===== src/rtl/fetch_stage.sv =====
// Instruction fetch stage: PC register feeding a 2-entry {pc, instr} FIFO toward decode.
// Define FETCH_TRACE_EN to print every push and redirect during simulation.
module fetch_stage #(
  parameter logic [31:0] RESET_PC = 32'h0040_0000
) (
  input  logic        clk,
  input  logic        reset,
  output logic [13:0] rom_addr,
  input  logic [31:0] rom_instr,
  input  logic        redirect,
  input  logic [31:0] redirect_pc,
  output logic        out_valid,
  input  logic        out_ready,
  output logic [31:0] out_instr,
  output logic [31:0] out_pc,
  output logic [31:0] out_pc4
);

  logic [31:0] pc;
  logic [1:0]  count;
  logic        rd_ptr;
  logic        wr_ptr;
  logic [31:0] buf_pc_p1    [2];
  logic [31:0] buf_instr_p1 [2];

  logic        pop;
  logic        fetch_en;
  logic        push;
  logic [31:0] target_pc;

  always_comb begin
    pop       = out_valid & out_ready;
    fetch_en  = (count != 2'd2) | pop;
    push      = fetch_en & ~redirect;
    target_pc = redirect_pc & ~32'd3;
  end

  assign rom_addr  = pc[15:2];
  assign out_valid = (count != 2'd0);
  assign out_pc    = buf_pc_p1[rd_ptr];
  assign out_instr = buf_instr_p1[rd_ptr];
  assign out_pc4   = buf_pc_p1[rd_ptr] + 32'd4;

  // Fetch -> FIFO boundary: control state, redirect wins over any push/pop.
  always_ff @(posedge clk) begin
    if (reset) begin
      pc     <= RESET_PC;
      count  <= 2'd0;
      rd_ptr <= 1'b0;
      wr_ptr <= 1'b0;
    end else if (redirect) begin
      pc     <= target_pc;
      count  <= 2'd0;
      rd_ptr <= 1'b0;
      wr_ptr <= 1'b0;
    end else begin
      if (push) begin
        pc     <= pc + 32'd4;
        wr_ptr <= ~wr_ptr;
      end
      if (pop) rd_ptr <= ~rd_ptr;
      unique case ({push, pop})
        2'b10:   count <= count + 2'd1;
        2'b01:   count <= count - 2'd1;
        default: count <= count;
      endcase
    end
  end

  // Entry storage carries no reset; count alone says which entries are live.
  always_ff @(posedge clk) begin
    if (push) begin
      buf_pc_p1[wr_ptr]    <= pc;
      buf_instr_p1[wr_ptr] <= rom_instr;
    end
  end

`ifdef FETCH_TRACE_EN
  always_ff @(posedge clk) begin
    if (!reset && redirect) $display("redirect: pc=%h", target_pc);
    else if (!reset && push) $display("fetch: pc=%h instr=%h", pc, rom_instr);
  end
`else
`endif

endmodule


===== config.mk =====
export PLATFORM = sky130hd
export DESIGN_NAME = fetch_stage
export DESIGN_NICKNAME = d
export VERILOG_FILES = /design/src/rtl/fetch_stage.sv
export SDC_FILE = /design/constraint.sdc
export NUM_CORES = 1
export LEC_CHECK = 0
export ABC_CLOCK_PERIOD_IN_PS = 5900
export CAP_MARGIN = 20
export CORE_MARGIN = 1
export CORE_UTILIZATION = 35
export DETAILED_ROUTE_END_ITERATION = 8
export DONT_BUFFER_PORTS = 1
export PLACE_DENSITY = 0.57
export SLEW_MARGIN = 10
export SYNTH_ARGS = -nofsm -noshare
export SYNTH_HDL_FRONTEND = slang
export SYNTH_SLANG_ARGS = --single-unit

===== constraint.sdc =====
create_clock -name clk -period 5.9 [get_ports clk]
set_clock_uncertainty 0.05 [all_clocks]
set_input_delay 0.885 -clock clk [delete_from_list [all_inputs] [get_ports clk]]
set_output_delay 0.885 -clock clk [all_outputs]
set_load 0.05 [all_outputs]

Word level (Yosys, flattened, before mapping)
Memories as Yosys holds them, arrays and structs flattened. A register that Yosys moved wholly into a read port is not among the register bits.
Index checks and enable logic that the tools add are counted.
{ "classes": {"add_sub_neg": 4, "n_eq_ne": 3, "muxes": 9, "bitwise_logic": 6, "n_reduce_logical": 4} }
{ "op_table": {"columns": ["cell", "n"], "rows": [
  ["32-bit by 3-bit adder with 32-bit output (second input constant)", 2],
  ["32-bit two-way mux", 2],
  ["1-bit two-way mux", 6],
  ["2-bit nonzero test", 3],
  ["2-bit case mux with 2 select lines", 1],
  ["1-bit NOT", 3],
  ["2-bit by 1-bit adder with 2-bit output (second input constant)", 1],
  ["1-bit AND", 2],
  ["2-bit by 1-bit equality test with 1-bit output (second input constant)", 1],
  ["2-bit equality test (second input constant)", 1],
  ["2-bit != test (second input constant)", 1],
  ["2-bit OR reduction", 1],
  ["2-bit by 1-bit subtractor with 2-bit output (second input constant)", 1],
  ["1-bit OR", 1]
]} }
{ "totals": {"ff_bits": 36, "mem_bits_rw": 128, "output_inout_bits": 111, "wordCells": 33, "memories": 2} }
{ "memory_table": {"columns": ["name", "depth", "width", "rd", "rd_clocked_by_memory_dff", "wr", "line", "source"], "rows": [
  ["buf_instr_p1", 2, 32, 1, 1, 1, "24", "logic [31:0] buf_instr_p1 [2];"],
  ["buf_pc_p1", 2, 32, 1, 1, 1, "23", "logic [31:0] buf_pc_p1 [2];"]
]} }

Logic depth before layout (Yosys ltp)
{ "depth": {"word_depth": 6, "mapped_depth": 16} }

Worst setup path before layout
OpenSTA, ideal clock, no wires.
{ "synth_timing": {"path_type": "register to output", "from": "reg with a tool-made name", "to": "out out_pc4[28]", "arrival_time_ps": 3966, "slack_ps": 999, "path_stages_with_launch": 17, "cell_sequence": "dfxtp_1 > buf_6 > buf_6 > buf_6 > buf_2 > buf_2 > buf_2 > nand2_1 > and2_1 > inv_1 > ha_1 > inv_1 > a211oi_4 > and4_1 > buf_4 > nor3b_2 > xor2_1"} }
{ "synth_lines": {"columns": ["item", "line", "source"], "rows": [
  ["to (decl)", "16", "output logic [31:0] out_pc4"]
]} }

==> impl_metrics.yaml <==
synthesis:
  netlist_top_cells_area: "sky130_fd_sc_hd__edfxtp_1, sky130_fd_sc_hd__dfxtp_1, sky130_fd_sc_hd__mux2_2"
  share_of_the_yosys_chip_area_belonging_to_registers_pct: 60.23
  yosys.area.top_type: "sky130_fd_sc_hd__edfxtp_1"
  post_synth_num_cell_types: 50
  syn_avg_cell_area_um2: 12.89
  synth-edff-count: 124
  synth_flop_cell: "sky130_fd_sc_hd__edfxtp_1"
  yosysWarnings: 0
  synth_seq_cells: 159
  synth.top_cells.by_count: "sky130_fd_sc_hd__edfxtp_1, sky130_fd_sc_hd__mux2_2, sky130_fd_sc_hd__xnor2_1, sky130_fd_sc_hd__dfxtp_1, sky130_fd_sc_hd__nand2_1"
  ys_async_sr_fraction_pct: 0
  post-synth-top-area-fraction_pct: 50.69
  post_synth_inst_count: 570
  syn_area_mm2: 0.007346
  post-synth-top-count-cell: "sky130_fd_sc_hd__edfxtp_1"
timing:
  slew_violations: 0
  report.final.hold_viol_count: 0
  slew-limit-headroom_pct: 24.84
  setup_ws_ps: 1033
  whs_ps: 452.2
  tns_ps: 0
  transition_time_of_the_tightest_slew_check_pin_ps: 1119
  finalCriticalPeriod_ps: 4867
  rsz0062_at_grt: "false"
  max_freq_mhz: 205.4
  setup_viol_count_final: 0
  final_min_period_over_clock_period_pct: 82.50
drt:
  final_wl_um: 15470
  drt-wirelength-per-cell_um: 18.24
  via_count: 4229
  starting_drt_drc_count: 143
  drt_pre_antenna_iters: 4
  detail_route.drc_violations: 0
  antenna_viol_nets_final: 0
  vias_per_cell: 4.987
power_and_ir_drop:
  power_density_mw_per_mm2: 343.2
  p_leak_nw: 2.909
  vdd.ir_drop.worst_mv: 0.1755
  p_total_w: 0.002809
setup_path:
  end_kind: "output pin"
  worst-path-max-fanout: 55
  worstPathCellList: "nand2_1 > and2_1 > inv_1 > ha_1 > inv_1 > a211oi_4 > and2_1 > xor2_1"
  cp_slowest_stage_delay_ps: 810
  crit_required_ps: 4970
  critPathLaunchType: "register"
  crit_type: "register to output pin"
  critPathSlowestCell: "sky130_fd_sc_hd__xor2_1"
  worst-endpoint-arrival_ps: 3930
floorplan:
  die-area_mm2: 0.02157
  core-area_mm2: 0.02043
  initial_utilization_pct: 35.96
  design.portCount: 179
  fp-row-count: 52
  die_y_um: 146.9
  fp.dieW_um: 146.9
clock_network:
  postCtsSetupBuffers: 0
  number_of_hold_buffers_added_after_cts: 0
  htree_levels: 4
  cts_resized: 0
  worst_setup_hold_path_clk_slew_ps: 70
  numCtsBuffers: 17
  numClockSinks: 159
  clk_root_buffer_cell: "sky130_fd_sc_hd__clkbuf_16"
  max-clock-path-buffers: 2
  clk-insertion-delay-late_ps: 420
  cts_tree: "done"
run:
  maxCapViolCount: 0
global_routing:
  maximum_number_of_pins_on_one_net_before_global_route_repair: 61
  initial_antenna_violation_count: 0
  first_global_vias: 4099
  wire_length_of_the_first_global_routing_pass_um: 23540
  grt.overflow.total: 0
  global_route.usage.total_pct: 14.50
run_status:
  run_status: "completed"
place:
  worst_case_setup_slack_after_placement_ps: 1392
  finalWeightedCongestion: 0.8280
  port_buffers: 0
  placed_cells: 816
  dp_hpwl_um: 10970
layout:
  area_delta_synth_final_pct: 11.41
  antenna_cells_inserted: 0
  finalNetCount: 636
  final-instance-count-excl-fill: 848
  fillers: 1955
  final_layout_size_suffix_gt1_share_pct: 20.07
worst_hold_path:
  hold_path.class: "register to register"
-- kinds of logic after synthesis --
family / after synthesis / synth area share, %
AO/OA/AOI/OAI: 66 / 5.927
XOR/XNOR: 57 / 6.796
adder cells (fa/ha/maj): 3 / 0.5110
buffers and inverters: 75 / 5.246
flip-flops: 159 / 60.23
multiplexers: 65 / 9.709
other: 1 / 0.05105
AND/OR/NAND/NOR: 144 / 11.53
-- state kept, by name (all words and copies together), names as in the netlist, named ones only --
name / cells
pc: 30
buf_pc_p1: 60
rd_ptr: 1
buf_instr_p1: 64
wr_ptr: 1
count: 2
-- final timing paths --
check | from | endpoint | slack (ps) | cells after the start
setup / recovery | register | out_pc4[12] | 1030 | 8
hold / removal | pc[27] | buf_pc_p1[0][27] | 450 | 0
setup reg to reg | pc[4] | pc[31] | 2950 | 5
hold reg to reg | pc[27] | buf_pc_p1[0][27] | 450 | 0
-- stage by stage --
| step | instance area (um^2) | utilization (%) |
|---|---|---|
| 2_1_floorplan | 7357 | - |
| 4_1_cts | 8184 | 40.06 |
| 3_5_place_dp | 7569 | 37.05 |
| 6_report | 8184 | 40.06 |
| 5_1_grt | 8184 | 40.06 |
| 3_3_place_gp | 7569 | 37.05 |
-- final cells by class --
type	instances	area, um^2	share of cell area (%)
sequential	159	4428	54.10
clock inverter	13	140.1	1.712
timing repair buffer	16	120.1	1.468
inverter	32	120.1	1.468
clock buffer	19	475.5	5.810
multi-input combinational	339	2562	31.31
tap	270	337.8	4.128
-- critical path, delay by kind of cell (launching register included) --
kind / cells / cell delay (ps)
XOR/XNOR: 1 / 810
flip-flops: 1 / 770
AND/OR/NAND/NOR: 3 / 750
buffers and inverters: 2 / 520
AO/OA/AOI/OAI: 1 / 340
adder cells (fa/ha/maj): 1 / 280
-- cell usage in the layout, fill, tap and decap left out, types with 13 or more instances in the layout --
| master | synthesis | routed |
|---|---|---|
| sky130_fd_sc_hd__a21oi_1 | 30 | 30 |
| sky130_fd_sc_hd__buf_4 | 19 | 16 |
| sky130_fd_sc_hd__clkbuf_16 | 0 | 19 |
| sky130_fd_sc_hd__dfxtp_1 | 35 | 34 |
| sky130_fd_sc_hd__edfxtp_1 | 124 | 124 |
| sky130_fd_sc_hd__inv_1 | 32 | 32 |
| sky130_fd_sc_hd__mux2_2 | 50 | 50 |
| sky130_fd_sc_hd__mux2i_1 | 15 | 15 |
| sky130_fd_sc_hd__nand2_1 | 34 | 34 |
| sky130_fd_sc_hd__nand3_1 | 19 | 19 |
| sky130_fd_sc_hd__nor2_1 | 20 | 18 |
| sky130_fd_sc_hd__nor3_1 | 13 | 13 |
| sky130_fd_sc_hd__o21a_1 | 18 | 18 |
| sky130_fd_sc_hd__xnor2_1 | 37 | 37 |
| sky130_fd_sc_hd__xor2_1 | 20 | 20 |
-- power by group --
part	switching, W	internal (W)
registers	0.0000672	0.00127
clock network	0.000466	0.000648
logic	0.000277	0.0000773
total	0.000810	0.00200
-- metal layers --
layer	track usage, %	vias to the layer above	share of wire (%)
met5	0	-	0
met4	5.833	0	1.8
met3	5.373	20	8.4
met2	22.73	150	46
met1	18.06	2023	43
li1	-	2036	-
No activity file was read; power rests on OpenSTA's default activity.
